==> src/rtl/mcu_reset_sequencer.sv <==
// Power-on reset and PLL bring-up sequencer: holds the PLL in reset through POR,
// qualifies lock, releases the MCU core, retries lock timeouts and latches a fault.
module mcu_reset_sequencer #(
    parameter int unsigned POR_CYCLES     = 40000000,
    parameter int unsigned PLL_RST_CYCLES = 500,
    parameter int unsigned LOCK_TIMEOUT   = 5000000,
    parameter int unsigned LOCK_STABLE    = 1000,
    parameter int unsigned MAX_RETRY      = 3,
    parameter int unsigned CNT_W          = 30
) (
    input  logic       CLK50M,
    input  logic       RSTN,
    input  logic       pll_lock_i,
    output logic       pll_reset_o,
    output logic       core_rst_n_o,
    output logic       por_done_o,
    output logic       fail_o,
    output logic [3:0] retry_cnt_o,
    output logic [2:0] state_o
);

    typedef enum logic [2:0] {
        ST_POR       = 3'd0,
        ST_PLL_RST   = 3'd1,
        ST_WAIT_LOCK = 3'd2,
        ST_RUN       = 3'd3,
        ST_FAIL      = 3'd4
    } state_t;

    localparam logic [CNT_W-1:0] POR_LAST     = CNT_W'(POR_CYCLES - 1);
    localparam logic [CNT_W-1:0] PLL_RST_LAST = CNT_W'(PLL_RST_CYCLES - 1);
    localparam logic [CNT_W-1:0] TIMEOUT_LAST = CNT_W'(LOCK_TIMEOUT - 1);
    localparam logic [CNT_W-1:0] STABLE_LAST  = CNT_W'(LOCK_STABLE - 1);
    localparam logic [3:0]       RETRY_MAX    = 4'(MAX_RETRY);

    logic [1:0]       rst_sync_reg;
    logic             rst_n_int;
    logic [1:0]       lock_sync_reg;
    logic             lock_s;
    state_t           state_reg;
    logic [CNT_W-1:0] cnt_reg;
    logic [CNT_W-1:0] stable_reg;
    logic [CNT_W-1:0] cnt_next;
    logic [CNT_W-1:0] stable_next;
    logic [3:0]       retry_cnt_reg;
    logic             pll_reset_reg;
    logic             core_rst_n_reg;
    logic             por_done_reg;
    logic             fail_reg;

    // Asserts with RSTN, releases on the second clock edge after RSTN rises.
    always_ff @(posedge CLK50M or negedge RSTN) begin
        if (!RSTN) begin
            rst_sync_reg <= 2'b00;
        end else begin
            rst_sync_reg <= {rst_sync_reg[0], 1'b1};
        end
    end

    assign rst_n_int = rst_sync_reg[1];

    always_ff @(posedge CLK50M or negedge rst_n_int) begin
        if (!rst_n_int) begin
            lock_sync_reg <= 2'b00;
        end else begin
            lock_sync_reg <= {lock_sync_reg[0], pll_lock_i};
        end
    end

    assign lock_s = lock_sync_reg[1];

    // Saturating increments so long dwell times can never wrap back into a match.
    assign cnt_next    = (cnt_reg == {CNT_W{1'b1}}) ? cnt_reg : cnt_reg + CNT_W'(1);
    assign stable_next = (stable_reg == {CNT_W{1'b1}}) ? stable_reg : stable_reg + CNT_W'(1);

    // Outputs are updated together with the state so each one decodes the current state.
    always_ff @(posedge CLK50M or negedge rst_n_int) begin
        if (!rst_n_int) begin
            state_reg      <= ST_POR;
            cnt_reg        <= '0;
            stable_reg     <= '0;
            retry_cnt_reg  <= 4'd0;
            pll_reset_reg  <= 1'b1;
            core_rst_n_reg <= 1'b0;
            por_done_reg   <= 1'b0;
            fail_reg       <= 1'b0;
        end else begin
            case (state_reg)
                ST_POR: begin
                    if (cnt_reg == POR_LAST) begin
                        state_reg     <= ST_WAIT_LOCK;
                        cnt_reg       <= '0;
                        stable_reg    <= '0;
                        por_done_reg  <= 1'b1;
                        pll_reset_reg <= 1'b0;
                    end else begin
                        cnt_reg <= cnt_next;
                    end
                end
                ST_PLL_RST: begin
                    if (cnt_reg == PLL_RST_LAST) begin
                        state_reg     <= ST_WAIT_LOCK;
                        cnt_reg       <= '0;
                        stable_reg    <= '0;
                        pll_reset_reg <= 1'b0;
                    end else begin
                        cnt_reg <= cnt_next;
                    end
                end
                ST_WAIT_LOCK: begin
                    cnt_reg    <= cnt_next;
                    stable_reg <= lock_s ? stable_next : '0;
                    // Success is tested first so it wins over a coincident timeout.
                    if (lock_s && (stable_reg == STABLE_LAST)) begin
                        state_reg      <= ST_RUN;
                        retry_cnt_reg  <= 4'd0;
                        core_rst_n_reg <= 1'b1;
                    end else if (cnt_reg == TIMEOUT_LAST) begin
                        cnt_reg       <= '0;
                        pll_reset_reg <= 1'b1;
                        if (retry_cnt_reg == RETRY_MAX) begin
                            state_reg <= ST_FAIL;
                            fail_reg  <= 1'b1;
                        end else begin
                            state_reg     <= ST_PLL_RST;
                            retry_cnt_reg <= retry_cnt_reg + 4'd1;
                        end
                    end
                end
                ST_RUN: begin
                    if (!lock_s) begin
                        state_reg      <= ST_PLL_RST;
                        cnt_reg        <= '0;
                        pll_reset_reg  <= 1'b1;
                        core_rst_n_reg <= 1'b0;
                    end
                end
                ST_FAIL: begin
                    pll_reset_reg  <= 1'b1;
                    core_rst_n_reg <= 1'b0;
                    fail_reg       <= 1'b1;
                end
                default: begin
                    state_reg      <= ST_POR;
                    cnt_reg        <= '0;
                    stable_reg     <= '0;
                    pll_reset_reg  <= 1'b1;
                    core_rst_n_reg <= 1'b0;
                    fail_reg       <= 1'b0;
                end
            endcase
        end
    end

    assign pll_reset_o  = pll_reset_reg;
    assign core_rst_n_o = core_rst_n_reg;
    assign por_done_o   = por_done_reg;
    assign fail_o       = fail_reg;
    assign retry_cnt_o  = retry_cnt_reg;
    assign state_o      = state_reg;

endmodule

==> config.mk <==
export PLATFORM = sky130hd
export DESIGN_NAME = mcu_reset_sequencer
export DESIGN_NICKNAME = d
export VERILOG_FILES = /design/src/rtl/mcu_reset_sequencer.sv
export SDC_FILE = /design/constraint.sdc
export NUM_CORES = 1
export LEC_CHECK = 0
export CAP_MARGIN = 20
export CORE_MARGIN = 10
export CORE_UTILIZATION = 56
export CTS_BUF_LIST = sky130_fd_sc_hd__clkbuf_2 sky130_fd_sc_hd__clkbuf_4 sky130_fd_sc_hd__clkbuf_8
export CTS_CLUSTER_DIAMETER = 40
export DETAILED_ROUTE_END_ITERATION = 8
export PLACE_DENSITY = 0.79
export SETUP_SLACK_MARGIN = 0.15
export SYNTH_ARGS = -nofsm -noshare
export SYNTH_HDL_FRONTEND = slang
export SYNTH_SLANG_ARGS = --single-unit
==> constraint.sdc <==
create_clock -name CLK50M -period 4.05 [get_ports CLK50M]
set_input_delay 1.0125 -clock CLK50M [delete_from_list [all_inputs] [get_ports CLK50M]]
set_output_delay 1.0125 -clock CLK50M [all_outputs]
set_load 0.02 [all_outputs]
Word level (Yosys, flattened, before mapping)
Index checks and enable logic that the tools add are counted.

Memories kept: 0. Bits of input ports: 3. Output and inout bits: 11. RAM bits: 0. Bits in latches: 0. Bits in read-only memories: 0. Bits in registers: 75. Logic and storage cells: 87.

Multiply operators: 0. $add $sub $neg: 3. Bitwise operators: 4. Shift-type cells: 0. Muxes and demuxes: 35. $lt $le $gt $ge: 0. Equality and inequality tests: 21. Reduce and logical (&&, ||, !) cells: 14. Divide/modulo/power cells: 0.

Operator list (number): 30-bit 2-to-1 mux (10); 30-bit case mux with 5 select lines (1); 30-bit case mux with 4 select lines (1); 30-bit by 1-bit adder with 30-bit output (second input constant) (2); 30-bit equality test (second input constant) (2); 30-bit by 10-bit equality test with 1-bit output (second input constant) (1); 30-bit by 23-bit equality test with 1-bit output (second input constant) (1); 30-bit by 26-bit equality test with 1-bit output (second input constant) (1); 30-bit by 9-bit equality test with 1-bit output (second input constant) (1); 3-bit 2-to-1 mux (6); 2-bit inequality test (second input constant) (8); 3-bit case mux with 5 select lines (1); 4-bit 2-to-1 mux (3); 1-bit 2-to-1 mux (10); 5-bit AND reduction (2); 4-bit AND reduction (2); 3-bit by 2-bit equality test with 1-bit output (second input constant) (2); 3-bit inequality test (second input constant) (2); 1-bit case mux with 3 select lines (2); 3-bit AND reduction (2); 4-bit by 1-bit adder with 4-bit output (second input constant) (1); 4-bit by 2-bit equality test with 1-bit output (second input constant) (1); 1-bit inverter (4); 1-bit case mux with 4 select lines (1); other kinds (8) (10).

Depth between registers and ports, before layout
Word-level depth: 5. Depth in mapped cells: 9. Depth with buffers taken out: 7.

Worst setup path before layout
OpenSTA, ideal clock, no wires.

Kind: register to register. Start: register cnt_reg[0]. End: register stable_reg[15]. Required time: 3.924 ns. Setup slack: 1.962 ns. Arrival time: 1.962 ns. Cell stages (with the launch flop): 8. Library setup time: 0.126 ns. Path through: dfrtp_1 ha_1 nand3_1 nor4_2 o211ai_2 o31ai_4 o21ai_2 a221o_1.

Longest elaborated chain between the ends: 3.

RTL lines: start, declared (line 41) `logic [CNT_W-1:0] cnt_reg;`; start signal, assigned (line 97) `cnt_reg <= cnt_next;`; start signal, assigned (line 107) `cnt_reg <= cnt_next;`; start signal, assigned (line 111) `cnt_reg <= cnt_next;`; 30-bit by 9-bit equality test with 1-bit output or 30-bit by 26-bit equality test with 1-bit output (tied branches) (line 101, 90); 2-bit inequality test (no source line); 4-bit AND reduction (no source line) *; end signal, assigned (line 112) `stable_reg <= lock_s ? stable_next : '0;`; end, declared (line 42) `logic [CNT_W-1:0] stable_reg;`.

Every way passes the cells marked *; elsewhere a longest branch is shown, timed or not. A chain may end at the register's enable or synchronous reset.

Worst setup path in the final report
Start: register cnt_reg[0]. End: register stable_reg[8].

Same word-level chain as after synthesis.

==> results.ini <==
[status]
status = completed

[job]
maxCapViolCount = 0

[finish]
fin_cells = 641
drive_above_1_share = 0.0802
n_antenna_cell = 0
nets = 537
syn2layout_area_growth_pct = 7.37

[critical_path]
critPathMaxFanout = 22
cp.arrival_ps = 3010
crit_path_end_kind = flip-flop
cp_slowest_cell = o21a_1
cpPeakStageDelay_ps = 730
crit_family = compound AO/OA/AOI/OAI gates
worstPathCellList = ha_1, nand3_1, nor4_2, o211ai_2, o31ai_4, o21a_1, a31oi_1
crit_cells = 7
startpoint_type = flip-flop
worst-setup-path-type = flip-flop to flip-flop
reg2reg_from = cnt_reg[0]
regToRegEndpoint = stable_reg[8]
critPathLaunch = cnt_reg[0]
crit_required_ps = 4250
reg2reg_depth = 7
cp.buffers_inverters = 0
r2r_slack_ps = 1240

[routing]
viasPerCell = 6.66
dr.pass1.iters = 5
vias = 4269
wl_per_cell_um = 17.3
drt_wl_total_um = 11100
drc = 0
drt_iter0_drc = 369
antenna_left = 0

[hold_path]
hold_path_class = flip-flop to asynchronous set/reset pin

[cts]
clk_path_buf_depth = 2
cts_resized = 0
cts_sinks = 75
cts_tree = built
postCtsSetupBuffers = 0
cts_buffers = 9
cts-root-buf = clkbuf_8
htree_levels = 3
insertion_delay_ps = 360
cts_hold_buf = 0
path_clk_slew_ps = 90

[grt]
grt_overflow = 0
grt_pass1_wl_um = 19300
grt_max_degree = 40
grt_antenna_before_repair = 0
grt_pass1_vias = 3970
grt_usage = 0.179

[synth]
synth-main-ff-cell = dfrtp_1
synth_fa_ha_area_frac = 0.00801
synth_nets = 543
synth.area.top_cells = dfrtp_1 40%, nand2_1 4.6%, o21ai_0 4.2%, nor3_1 3.6%, nand3_1 3.5%
synth_compound_area_frac = 0.194
yosysMostFrequentCell = dfrtp_1
yosys_register_bits = 75
ys_warn_count = 0
synthSimpleGateAreaFrac = 0.309
synth_top_area_cell = dfrtp_1
synth.distinct_cells = 67
synthArstFlopShare = 1.00
syn_area_um2 = 4680
synth-edff-count = 0
synth_top_family_by_area = simple AND/OR/NAND/NOR gates
synthMuxAreaShare = 0.0214
synth.top_cells.by_count = 74 x dfrtp_1, 58 x nand2_1, 39 x o21ai_0
seq_area_frac_synth = 0.401
yosys.area_share.xor_xnor = 0.0131
synth_cells = 537
postSynthAreaPerCell_um2 = 8.72
yosysTopAreaCellShare = 0.395

[floorplanning]
rows = 33
io_pins = 14
core-area_um2 = 8180
die_x_um = 111
die_y_um = 111
die-area_um2 = 12400
start_util = 0.573

[sta]
fin_crit_sh = 0.694
rsz0062_at_grt = no
fmax_mhz = 356
fin_skew_ps = 11.4
final_hold_viol_count = 0
maxSlewViolCount = 0
post-route-min-period_ps = 2810
tns_ps = 0
setup_viol_count_final = 0
relSlewSlack = 0.434
tightest_slew_ps = 849

[power_and_ir_drop]
irDropWorstVdd_mv = 0.233
power_frac_comb = 0.011
netSwitchingFraction = 0.229
p_int_mw = 1.11
clkPwrFrac = 0.465
switchingPower_uw = 330
power.density_nw_per_um2 = 287
power_frac_seq = 0.524
p_leak_nw = 2.04

[placed_design]
gp_congestion = 0.885
dp.cells = 625
dp_hpwl_um = 7540
numPortBuffers = 13

kinds of logic after synthesis:
kind of cell	Yosys count
other	1
DFF	75
xor gates and xnor gates	7
AOI/OAI and AO/OA	139
buffers and inverters	48
and+or+nand+nor	254
adders and majority gates	3
muxes	10
placed cells by master (no fill, tap or decap), types with 3 or more instances in the layout:
cell	n
and4_1	7
a211oi_1	3
o21ai_0	39
nor3_1	34
nand3_1	33
a41oi_1	6
nor2b_1	3
dfrtp_1	73
ha_1	3
o21a_1	7
clkdlybuf4s50_1	13
nor3_4	3
nor2_1	28
and3_1	20
buf_4	4
nand2_1	58
nor4_1	13
a22o_1	4
mux2i_1	10
nand2b_1	4
or4_1	3
o31ai_1	7
a31oi_1	21
or3_1	5
xnor2_1	6
nor4b_1	5
and4b_1	3
a22oi_1	4
nand4_1	16
a21oi_1	27
and2_1	4
o22ai_1	3
inv_1	13
clkbuf_8	9
metal layers:
| metal | global-route usage | wire length (µm) | vias to the layer above |
|---|---|---|---|
| met5 | 0 | 0 | - |
| met4 | 0.0883 | 329 | 0 |
| met3 | 0.0301 | 724 | 33 |
| met2 | 0.281 | 5240 | 195 |
| met1 | 0.232 | 4780 | 2021 |
| li1 | - | - | 2020 |
metrics by stage:
step                      setup slack, ps  utilization  power, mW  cell area, µm²  hold slack [ps]
final                                1240        0.615       1.44            5030              253
after global routing                  992        0.615       1.50            5030              278
after CTS                            1280        0.615       1.46            5030              270
after detailed placement             1320        0.587      0.788            4800              264
after global placement               1420        0.584      0.785            4780              334
after floorplan                      1810            -      0.777            4680              331
worst max path at each step:
stage | endpoint | slack [ps]
floorplan | cnt_reg[0] | 1810
global placement | stable_reg[22] | 1420
detailed placement | stable_reg[8] | 1320
CTS | stable_reg[12] | 1280
global route | stable_reg[12] | 990
finish | stable_reg[8] | 1240
final cells by class:
| type | count | area (µm²) |
|---|---|---|
| Fill cell | 725 | 3150 |
| Sequential cell | 75 | 1880 |
| Tap cell | 105 | 131 |
| Inverter | 13 | 48.8 |
| Timing Repair Buffer | 18 | 180 |
| Multi-Input combinational cell | 414 | 2560 |
| Clock buffer | 9 | 124 |
| Clock inverter | 7 | 106 |
power by group through the flow:
| stage | logic [mW] | clock network [mW] | registers, mW |
|---|---|---|---|
| 2_1_floorplan | 0.00117 | 0 | 0.776 |
| 5_1_grt | 0.0187 | 0.720 | 0.757 |
| 3_3_place_gp | 0.00872 | 0 | 0.777 |
| 6_report | 0.0160 | 0.671 | 0.756 |
| 3_5_place_dp | 0.0169 | 0 | 0.771 |
| 4_1_cts | 0.0170 | 0.685 | 0.756 |
Note: power is estimated with default switching activity, not from simulation.
